===== src/rtl/apb4_gpio_irq_if.sv =====
// ---------------------------------------------------------------------------
// apb4_gpio_irq_if : APB4 bus bundle for the apb4_gpio_irq peripheral.
//   master modport : drives PSEL/PENABLE/PWRITE/PSTRB/PADDR/PWDATA,
//                    receives PRDATA/PREADY/PSLVERR.
//   slave modport  : the mirror image, used by the peripheral.
// ---------------------------------------------------------------------------
interface apb4_gpio_irq_if #(
   parameter int PDATA_SIZE = 32,
   parameter int PADDR_SIZE = 6
);
   logic                    PSEL;
   logic                    PENABLE;
   logic                    PWRITE;
   logic [PDATA_SIZE/8-1:0] PSTRB;
   logic [PADDR_SIZE-1:0]   PADDR;
   logic [PDATA_SIZE-1:0]   PWDATA;
   logic [PDATA_SIZE-1:0]   PRDATA;
   logic                    PREADY;
   logic                    PSLVERR;

   modport master (
      output PSEL, PENABLE, PWRITE, PSTRB, PADDR, PWDATA,
      input  PRDATA, PREADY, PSLVERR
   );

   modport slave (
      input  PSEL, PENABLE, PWRITE, PSTRB, PADDR, PWDATA,
      output PRDATA, PREADY, PSLVERR
   );
endinterface


===== src/rtl/apb4_gpio_irq.sv =====
// ---------------------------------------------------------------------------
// apb4_gpio_irq : APB4 GPIO peripheral with per-pin edge/level interrupts.
//   PCLK, PRESETn : clock, asynchronous active-low reset
//   apb           : APB4 slave port (zero wait states, PSLVERR on unmapped
//                   offsets and on writes to IN)
//   irq_o         : registered OR of (IRQ_STATUS & IRQ_EN)
//   gpio_i        : asynchronous pin inputs
//   gpio_o/gpio_oe: pin output values / output enables
// Register map: 0x00 DIR, 0x04 OUT, 0x08 IN, 0x0C IRQ_EN, 0x10 IRQ_TYPE,
//   0x14 IRQ_POL, 0x18 IRQ_STATUS (W1C), 0x1C OUT_TGL (WO, reads 0).
// Optional build macro APB4_GPIO_IRQ_DEBOUNCE_EN adds 0x20 DEB_EN and a
//   per-pin debounce counter in front of IN.
// ---------------------------------------------------------------------------
module apb4_gpio_irq #(
   parameter int PDATA_SIZE   = 32,
   parameter int PADDR_SIZE   = 6,
   parameter int GPIO_WIDTH   = 32,
   parameter int SYNC_STAGES  = 2,
   parameter int DEBOUNCE_CYC = 16
) (
   input  logic                  PCLK,
   input  logic                  PRESETn,
   apb4_gpio_irq_if.slave        apb,
   output logic                  irq_o,
   input  logic [GPIO_WIDTH-1:0] gpio_i,
   output logic [GPIO_WIDTH-1:0] gpio_o,
   output logic [GPIO_WIDTH-1:0] gpio_oe
);
   localparam logic [3:0] A_DIR = 4'd0, A_OUT = 4'd1, A_IN  = 4'd2, A_EN  = 4'd3,
                          A_TYP = 4'd4, A_POL = 4'd5, A_STA = 4'd6, A_TGL = 4'd7,
                          A_DEB = 4'd8;

   logic [GPIO_WIDTH-1:0] dir_r, out_r, en_r, typ_r, pol_r, sta_r, prev_r;
   logic [GPIO_WIDTH-1:0] in_val, sync_out, gm, wval, w1c, rise, fall, edge_ev, ev;
   logic [SYNC_STAGES-1:0][GPIO_WIDTH-1:0] sync_q;
   logic [PDATA_SIZE-1:0] bm;
   logic [2:0]            mask_cnt;
   logic [3:0]            idx;
   logic                  access, mapped, err, wr_ok;
   logic                  unused_bits;

   // ---------------- decode ----------------
   assign idx    = apb.PADDR[5:2];
   assign access = apb.PSEL & apb.PENABLE;
`ifdef APB4_GPIO_IRQ_DEBOUNCE_EN
   assign mapped = (idx <= A_DEB);
`else
   assign mapped = (idx <= A_TGL);
`endif
   assign err   = ~mapped | (apb.PWRITE & (idx == A_IN));
   assign wr_ok = access & apb.PWRITE & ~err;

   always_comb begin
      bm = '0;
      for (int b = 0; b < PDATA_SIZE/8; b++)
         bm[b*8 +: 8] = {8{apb.PSTRB[b]}};
   end
   assign gm   = bm[GPIO_WIDTH-1:0];
   assign wval = apb.PWDATA[GPIO_WIDTH-1:0] & gm;
   assign w1c  = (wr_ok && idx == A_STA) ? wval : '0;

   assign apb.PREADY  = 1'b1;
   assign apb.PSLVERR = access & err;
   assign gpio_o      = out_r;
   assign gpio_oe     = dir_r;
   assign unused_bits = ^{apb.PADDR, apb.PWDATA};

   // ---------------- input path ----------------
   always_ff @(posedge PCLK or negedge PRESETn) begin
      if (!PRESETn) sync_q <= '0;
      else          sync_q <= {sync_q[SYNC_STAGES-2:0], gpio_i};
   end
   assign sync_out = sync_q[SYNC_STAGES-1];

`ifdef APB4_GPIO_IRQ_DEBOUNCE_EN
   localparam int CW = $clog2(DEBOUNCE_CYC) + 1;
   logic [GPIO_WIDTH-1:0]         deb_en_r, deb_q;
   logic [GPIO_WIDTH-1:0][CW-1:0] deb_cnt;

   // deb_q tracks the synchroniser while a pin is not debounced, so enabling
   // debounce never causes a spurious IN transition.
   always_ff @(posedge PCLK or negedge PRESETn) begin
      if (!PRESETn) begin
         deb_q   <= '0;
         deb_cnt <= '0;
      end else begin
         for (int i = 0; i < GPIO_WIDTH; i++) begin
            if (!deb_en_r[i] || sync_out[i] == deb_q[i]) begin
               deb_q[i]   <= sync_out[i];
               deb_cnt[i] <= '0;
            end else if (deb_cnt[i] == CW'(DEBOUNCE_CYC-1)) begin
               deb_q[i]   <= sync_out[i];
               deb_cnt[i] <= '0;
            end else begin
               deb_cnt[i] <= deb_cnt[i] + 1'b1;
            end
         end
      end
   end
   assign in_val = (deb_en_r & deb_q) | (~deb_en_r & sync_out);
`else
   assign in_val = sync_out;
`endif

   // ---------------- events ----------------
   assign rise    = in_val & ~prev_r;
   assign fall    = ~in_val & prev_r;
   // edge events are masked until the synchroniser has flushed its reset zeros
   assign edge_ev = (mask_cnt != 3'd0) ? '0 : ((pol_r & rise) | (~pol_r & fall));
   assign ev      = (typ_r & edge_ev) | (~typ_r & ~(in_val ^ pol_r));

   always_ff @(posedge PCLK or negedge PRESETn) begin
      if (!PRESETn) begin
         prev_r   <= '0;
         mask_cnt <= 3'(SYNC_STAGES + 1);
         sta_r    <= '0;
         irq_o    <= 1'b0;
      end else begin
         prev_r <= in_val;
         if (mask_cnt != 3'd0) mask_cnt <= mask_cnt - 3'd1;
         sta_r  <= (sta_r & ~w1c) | ev;   // set wins over W1C
         irq_o  <= |(sta_r & en_r);
      end
   end

   // ---------------- register writes ----------------
   always_ff @(posedge PCLK or negedge PRESETn) begin
      if (!PRESETn) begin
         dir_r <= '0;
         out_r <= '0;
         en_r  <= '0;
         typ_r <= '0;
         pol_r <= '0;
`ifdef APB4_GPIO_IRQ_DEBOUNCE_EN
         deb_en_r <= '0;
`endif
      end else if (wr_ok) begin
         case (idx)
            A_DIR: dir_r <= (dir_r & ~gm) | wval;
            A_OUT: out_r <= (out_r & ~gm) | wval;
            A_EN:  en_r  <= (en_r  & ~gm) | wval;
            A_TYP: typ_r <= (typ_r & ~gm) | wval;
            A_POL: pol_r <= (pol_r & ~gm) | wval;
            A_TGL: out_r <= out_r ^ wval;
`ifdef APB4_GPIO_IRQ_DEBOUNCE_EN
            A_DEB: deb_en_r <= (deb_en_r & ~gm) | wval;
`endif
            default: ;
         endcase
      end
   end

   // ---------------- read mux ----------------
   always_comb begin
      logic [GPIO_WIDTH-1:0] rd;
      rd = '0;
      case (idx)
         A_DIR: rd = dir_r;
         A_OUT: rd = out_r;
         A_IN:  rd = in_val;
         A_EN:  rd = en_r;
         A_TYP: rd = typ_r;
         A_POL: rd = pol_r;
         A_STA: rd = sta_r;
`ifdef APB4_GPIO_IRQ_DEBOUNCE_EN
         A_DEB: rd = deb_en_r;
`endif
         default: rd = '0;
      endcase
      apb.PRDATA = '0;
      if (access && !apb.PWRITE)
         apb.PRDATA[GPIO_WIDTH-1:0] = rd;
   end
endmodule


===== src/flat_wrapper.sv =====
// flat-port wrapper written by rule: the top's interface ports become plain ports
module apb4_gpio_irq_flat 
#(
   parameter int PDATA_SIZE   = 32,
   parameter int PADDR_SIZE   = 6,
   parameter int GPIO_WIDTH   = 32,
   parameter int SYNC_STAGES  = 2,
   parameter int DEBOUNCE_CYC = 16
)
  (PCLK, PRESETn, irq_o, gpio_i, gpio_o, gpio_oe, apb_PSEL, apb_PENABLE, apb_PWRITE, apb_PSTRB, apb_PADDR, apb_PWDATA, apb_PRDATA, apb_PREADY, apb_PSLVERR);
  apb4_gpio_irq_if #(.PDATA_SIZE(PDATA_SIZE), .PADDR_SIZE(PADDR_SIZE)) apb_i ();
  input  logic PCLK;
  input  logic PRESETn;
  output logic irq_o;
  input  logic [GPIO_WIDTH-1:0] gpio_i;
  output logic [GPIO_WIDTH-1:0] gpio_o;
  output logic [GPIO_WIDTH-1:0] gpio_oe;
  input wire logic [$bits(apb_i.PSEL)-1:0] apb_PSEL;
  input wire logic [$bits(apb_i.PENABLE)-1:0] apb_PENABLE;
  input wire logic [$bits(apb_i.PWRITE)-1:0] apb_PWRITE;
  input wire logic [$bits(apb_i.PSTRB)-1:0] apb_PSTRB;
  input wire logic [$bits(apb_i.PADDR)-1:0] apb_PADDR;
  input wire logic [$bits(apb_i.PWDATA)-1:0] apb_PWDATA;
  output wire logic [$bits(apb_i.PRDATA)-1:0] apb_PRDATA;
  output wire logic [$bits(apb_i.PREADY)-1:0] apb_PREADY;
  output wire logic [$bits(apb_i.PSLVERR)-1:0] apb_PSLVERR;
  assign apb_i.PSEL = apb_PSEL;
  assign apb_i.PENABLE = apb_PENABLE;
  assign apb_i.PWRITE = apb_PWRITE;
  assign apb_i.PSTRB = apb_PSTRB;
  assign apb_i.PADDR = apb_PADDR;
  assign apb_i.PWDATA = apb_PWDATA;
  assign apb_PRDATA = apb_i.PRDATA;
  assign apb_PREADY = apb_i.PREADY;
  assign apb_PSLVERR = apb_i.PSLVERR;
  apb4_gpio_irq #(.PDATA_SIZE(PDATA_SIZE), .PADDR_SIZE(PADDR_SIZE), .GPIO_WIDTH(GPIO_WIDTH), .SYNC_STAGES(SYNC_STAGES), .DEBOUNCE_CYC(DEBOUNCE_CYC)) u_core (.PCLK(PCLK), .PRESETn(PRESETn), .apb(apb_i), .irq_o(irq_o), .gpio_i(gpio_i), .gpio_o(gpio_o), .gpio_oe(gpio_oe));
endmodule

===== config.mk =====
export PLATFORM = sky130hd
export DESIGN_NAME = apb4_gpio_irq_flat
export DESIGN_NICKNAME = d
export VERILOG_FILES = /design/src/rtl/apb4_gpio_irq_if.sv /design/src/rtl/apb4_gpio_irq.sv /design/src/flat_wrapper.sv
export SDC_FILE = /design/constraint.sdc
export NUM_CORES = 1
export LEC_CHECK = 0
export CORE_MARGIN = 2
export CORE_UTILIZATION = 35
export CTS_BUF_LIST = sky130_fd_sc_hd__clkbuf_8
export CTS_CLUSTER_DIAMETER = 120
export DETAILED_ROUTE_END_ITERATION = 7
export PLACE_DENSITY_LB_ADDON = 0.05
export SLEW_MARGIN = 10
export SYNTH_ARGS = -nofsm -noshare
export SYNTH_HDL_FRONTEND = slang
export SYNTH_SLANG_ARGS = --single-unit

===== constraint.sdc =====
create_clock -name PCLK -period 4.19 [get_ports PCLK]
set_clock_uncertainty 0.15 [all_clocks]
set_input_delay 1.0475 -clock PCLK [delete_from_list [all_inputs] [get_ports PCLK]]
set_output_delay 1.0475 -clock PCLK [all_outputs]
set_load 0.02 [all_outputs]

After elaboration in Yosys (flattened, before gate mapping)
Cells that the tools add are included.
{"block": "word_totals", "inputBits": 79, "regBits": 292, "out_inout_bits": 99, "word_cells": 76}
{"block": "op_classes", "reduce_logical": 12, "n_bitwise": 39, "muxes": 5, "n_lt_le_gt_ge": 1, "addsub": 1, "n_eq_ne": 7}
{"cell": "bitwise AND 32 bit", "count": 14}
{"cell": "bitwise OR 32 bit", "count": 8}
{"cell": "inverter 32 bit", "count": 7}
{"cell": "case mux 32 bit (7 select lines)", "count": 1}
{"cell": "two-way mux 32 bit", "count": 3}
{"cell": "case mux 32 bit (2 select lines)", "count": 1}
{"cell": "bitwise XOR 32 bit", "count": 2}
{"cell": "OR reduction 32 bit", "count": 1}
{"cell": "equality test 4 x 3 -> 1 bit (second input constant)", "count": 4}
{"cell": "AND reduction 2 bit", "count": 5}
{"cell": "equality test 4 x 2 -> 1 bit (second input constant)", "count": 2}
{"cell": "bitwise AND 1 bit", "count": 5}
{"cell": "equality test 4 x 1 -> 1 bit (second input constant)", "count": 1}
{"cell": "<= comparator 4 x 3 -> 1 bit (second input constant)", "count": 1}
{"cell": "logical NOT 4 bit", "count": 1}
{"cell": "nonzero test 3 bit", "count": 1}
{"cell": "subtractor 3 x 1 -> 3 bit (second input constant)", "count": 1}
{"cell": "logical AND 1 bit", "count": 2}
{"cell": "inverter 1 bit", "count": 2}
{"cell": "nonzero test 2 bit", "count": 1}
{"cell": "logical NOT 1 bit", "count": 1}
{"cell": "bitwise OR 1 bit", "count": 1}

Depth between registers and ports, before layout
{"block": "depth", "word_depth": 10, "mapped_depth": 7, "depth_no_buf": 5}

Worst setup path before layout
No wires, ideal clock.
{"block": "synth_path", "path_kind": "input port to output port", "start": "in apb_PADDR[5]", "end": "out apb_PRDATA[23]", "path_stages": 5, "n_path_buf": 2, "arrival_ns": 2.607, "setup_slack_ns": 0.386, "t_required_ns": 2.993, "path_cell_list": "buf_2 nor4_4 clkbuf_1 a22oi_1 a31oi_1"}
{"block": "synth_between", "elab_chain_len": 3, "word_cells_on_any_way": 9, "cone_classes": "6 x eq/ne; 2 x mux; 1 x reduce/logical"}
{"item": "from (decl)", "line_no": "flat_wrapper.sv:22", "rtl": "input wire logic [$bits(apb_i.PADDR)-1:0] apb_PADDR;"}
{"item": "equality test 4 x 3 -> 1 bit (tied with other cells)", "line_no": "apb4_gpio_irq.sv:157", "rtl": "case (idx)"}
{"item": "case mux 32 bit (7 select lines) *", "line_no": "apb4_gpio_irq.sv:157"}
{"item": "two-way mux 32 bit *", "line_no": "apb4_gpio_irq.sv:171", "rtl": "if (access && !apb.PWRITE)"}
{"item": "to (decl)", "line_no": "flat_wrapper.sv:24", "rtl": "output wire logic [$bits(apb_i.PRDATA)-1:0] apb_PRDATA;"}
Mark *: on every way between the ends. The rest lies on a longest branch, timed or not.

Final worst setup path
{"block": "layout_path", "start": "in apb_PADDR[2]", "end": "out apb_PRDATA[3]"}
Same word-level chain as after synthesis.

==> impl_metrics.yaml <==
run_status:
  outcome: "finished with violations"
  violations: "setup timing"
power:
  power.share.combinational_pct: 13.5
  ir_drop_v: 0.000217
  p_sw_mw: 1.93
  power.internal_mw: 4.91
  swShare_pct: 28.2
  p_seq_share_pct: 46.7
  clkPwrFrac_pct: 39.8
  p_per_area_nw_per_um2: 389
  power_leakage_nw: 7.52
logic_synthesis:
  yosys.area.top_type: "dfrtp_1"
  synth-xor-area-share_pct: 0.131
  syn_inst: 1091
  async_flop_share_pct: 100
  syn_nets: 1172
  yosys.cell_count.top_type: "dfrtp_1"
  synth-seq-cells: 292
  yosysSeqAreaShare_pct: 54.7
  synth_top_area_share_pct: 54.3
  synth_edf_count: 0
  synth_adder_area_share_pct: 0.187
  synth-compound-area-share_pct: 21.8
  ys_types: 39
  avgSynthCellArea_um2: 12.2
  netlist_area_um2: 13400
  ys_top_cells_by_area: "dfrtp_1 (54%), mux2_2 (11%), a311o_1 (4.7%)"
  synth_commonest_cells: "dfrtp_1 (290), mux2_2 (129), a22oi_1 (80)"
  synth_flop_cell: "dfrtp_1"
  synth_top_family_by_area: "compound AO/OA/AOI/OAI gates"
  yosys.area_share.simple_pct: 7.57
  yosys_warnings: 0
  muxShareOfSynthArea_pct: 10.9
place:
  place_hpwl_um: 29900
  pre_cts_ws_ns: -0.540
  gp_congestion: 0.795
  numPortBuffers: 174
  placedCellCount: 1761
grt:
  grt_start_max_net_pins: 76
  antenna_found_initial: 0
  grt.total_usage_pct: 24.3
  grt_pass1_vias: 11000
  grt_pass1_wl_um: 71500
  grt_overflow: 0
layout:
  diodes: 0
  drive_above_1_share_pct: 27.0
  layoutNonFillerInstCount: 1879
  area_growth_pct: 31.5
  final_net_count: 1407
clocking:
  cts_hold_buf: 0
  clock_sinks: 292
  root_buffer: "clkbuf_8"
  cts_htree_levels: 2
  clk_latency_ns: 0.64
  cts.clk_slew.worst_paths_ns: 0.06
  tritoncts: "yes"
  cts_buffer_depth: 3
  cts_made_buffers: 53
detailed_routing:
  drc: 0
  ant_nets: 0
  vias: 11000
  drt-total-wl_um: 47800
  drt_iter0_drc: 830
  dr.pass1.iters: 6
  wl_per_cell_um: 25.4
  viasPerCell: 5.87
critical_path:
  rr_startpoint: "u_core.mask_cnt[2]$_DFFE_PN0N_"
  cp.required_ns: 2.99
  critical_path_class: "in2out"
  cp_max_fo: 10
  critPathLaunchType: "input pin"
  crit_family: "buffers and inverters"
  r2r_cells: 4
  arrival_ns: 2.99
  cp.buffers_inverters: 4
  rrSetupSlack_ns: 1.94
  max_stage_delay_ns: 0.58
  path_cells: "dlygate4sd2_1, buf_12, and3_1, or4_4, buf_12, a31oi_1, clkdlybuf4s15_2"
  r2r-end: "u_core.sta_r[1]$_DFF_PN0_"
  cpMaxStageDelayCell: "or4_4"
  crit_top_cell: "buf_12"
  cp-end-kind: "primary output"
min_path:
  min_path_cells: 0
  hp-start: "u_core.sync_q[6]$_DFF_PN0_"
  holdPathEnd: "u_core.in_val[6]$_DFF_PN0_"
  hold_path.class: "reg2reg"
timing:
  whs_ns: 0.193
  rsz0062_at_grt: "yes"
  slew_viol_final: 0
  finalSetupViolCount: 1
  clock.fmax_ghz: 0.239
  slew_headroom_pct: 41.4
  worst_pin_slew_ns: 0.879
  hold_viol_final: 0
  post-route-period-util_pct: 100
  setup_ws_ns: -0.00133
  post-route-min-period_ns: 4.19
job:
  maxCapViolations: 0
floorplan:
  die_area_um2: 39800
  die_y_um: 199
  start_util_pct: 35.5
  pin_count: 178
  core_area_um2: 37700
  fp.dieW_um: 199
  num_rows: 71
worst max-delay path by stage:
stage | startpoint | endpoint | slack, ns | depth (start not counted)
after floorplan | apb_PADDR[5] | apb_PRDATA[23] | 0.39 | 5
after global placement | apb_PADDR[3] | apb_PRDATA[11] | -0.56 | 8
after detailed placement | apb_PADDR[3] | apb_PRDATA[11] | -0.54 | 8
after CTS | apb_PADDR[2] | apb_PRDATA[11] | -0.01 | 8
after global routing | apb_PADDR[2] | apb_PRDATA[31] | -0.03 | 7
final | apb_PADDR[2] | apb_PRDATA[3] | -0.001 | 7
routing by layer:
| layer | global-route usage (%) | part of all wire [%] | routed length, um |
|---|---|---|---|
| met1 | 34.8 | 46 | 22000 |
| met5 | 0 | 0 | 0 |
| met2 | 37.1 | 45 | 21600 |
| met4 | 8.04 | 2.4 | 1170 |
| met3 | 4.66 | 6.4 | 3050 |
cells by family (layout without fill, tap and decap cells):
group | Yosys count | count (layout)
fa+ha+maj | 2 | 2
buf+inv | 154 | 431
xor+xnor | 2 | 2
other cells | 1 | 1
simple gates | 142 | 142
flops | 292 | 292
compound gates | 368 | 368
mux | 130 | 130
area by class of cell:
cell class / instances / area, um^2
clock buffers: 65 / 895
clock inverters: 32 / 169
fillers: 3490 / 20100
inverters: 65 / 244
multi-input cells: 645 / 5530
flip-flops and latches: 292 / 7310
well taps: 511 / 639
repair buffers: 269 / 2790
power by group through the flow:
| stage | Clock, mW | Combinational [mW] | Sequential (mW) |
|---|---|---|---|
| after global routing | 2.93 | 1.00 | 3.22 |
| after CTS | 2.81 | 0.930 | 3.19 |
| after detailed placement | 0 | 0.904 | 3.24 |
| after global placement | 0 | 0.891 | 3.24 |
| final | 2.72 | 0.923 | 3.19 |
| after floorplan | 0 | 0.331 | 3.27 |
metrics by stage:
| step | power [mW] | cell area [um^2] | utilization (%) | setup TNS [ns] |
|---|---|---|---|---|
| after global placement | 4.13 | 16200 | 43.1 | -14.26 |
| final | 6.83 | 17600 | 46.7 | -0.00133 |
| after global routing | 7.14 | 17600 | 46.7 | -0.0759 |
| after floorplan | 3.60 | 13400 | - | 0 |
| after detailed placement | 4.14 | 16200 | 43.1 | -13.50 |
| after CTS | 6.93 | 17500 | 46.5 | -0.0102 |
worst reg2reg max path: stages (launching register included):
cell and delay [ns]:
dfrtp_2 0.94, nand2b_1 0.22, buf_4 0.31, o21ai_0 0.14, a311o_1 0.36
repair_timing:
action	4_1_cts	5_1_grt
gates cloned	5	0
setup endpoints to repair	32	18
setup buffers	10	6
pin swaps	9	4
resized for setup	144	17
layout by cell type (no fill, tap or decap), drive strengths merged, types with 3 or more instances in the layout:
cell,netlist,final
nand2,34,34
nand4,21,21
nor2,3,3
and4,4,4
nand2b,33,33
dfrtp,290,290
a222oi,32,32
clkdlybuf4s50,0,137
o21ai,31,31
nor4bb,3,3
nor4b,3,3
inv,65,88
mux2,129,129
clkinv,0,8
a211oi,31,31
clkdlybuf4s15,0,8
a31oi,64,64
clkbuf,51,67
a22oi,80,80
nand3b,31,31
buf,38,118
a21oi,3,3
a311o,63,63
a41oi,63,63
Power figures use the tool's default switching activity.
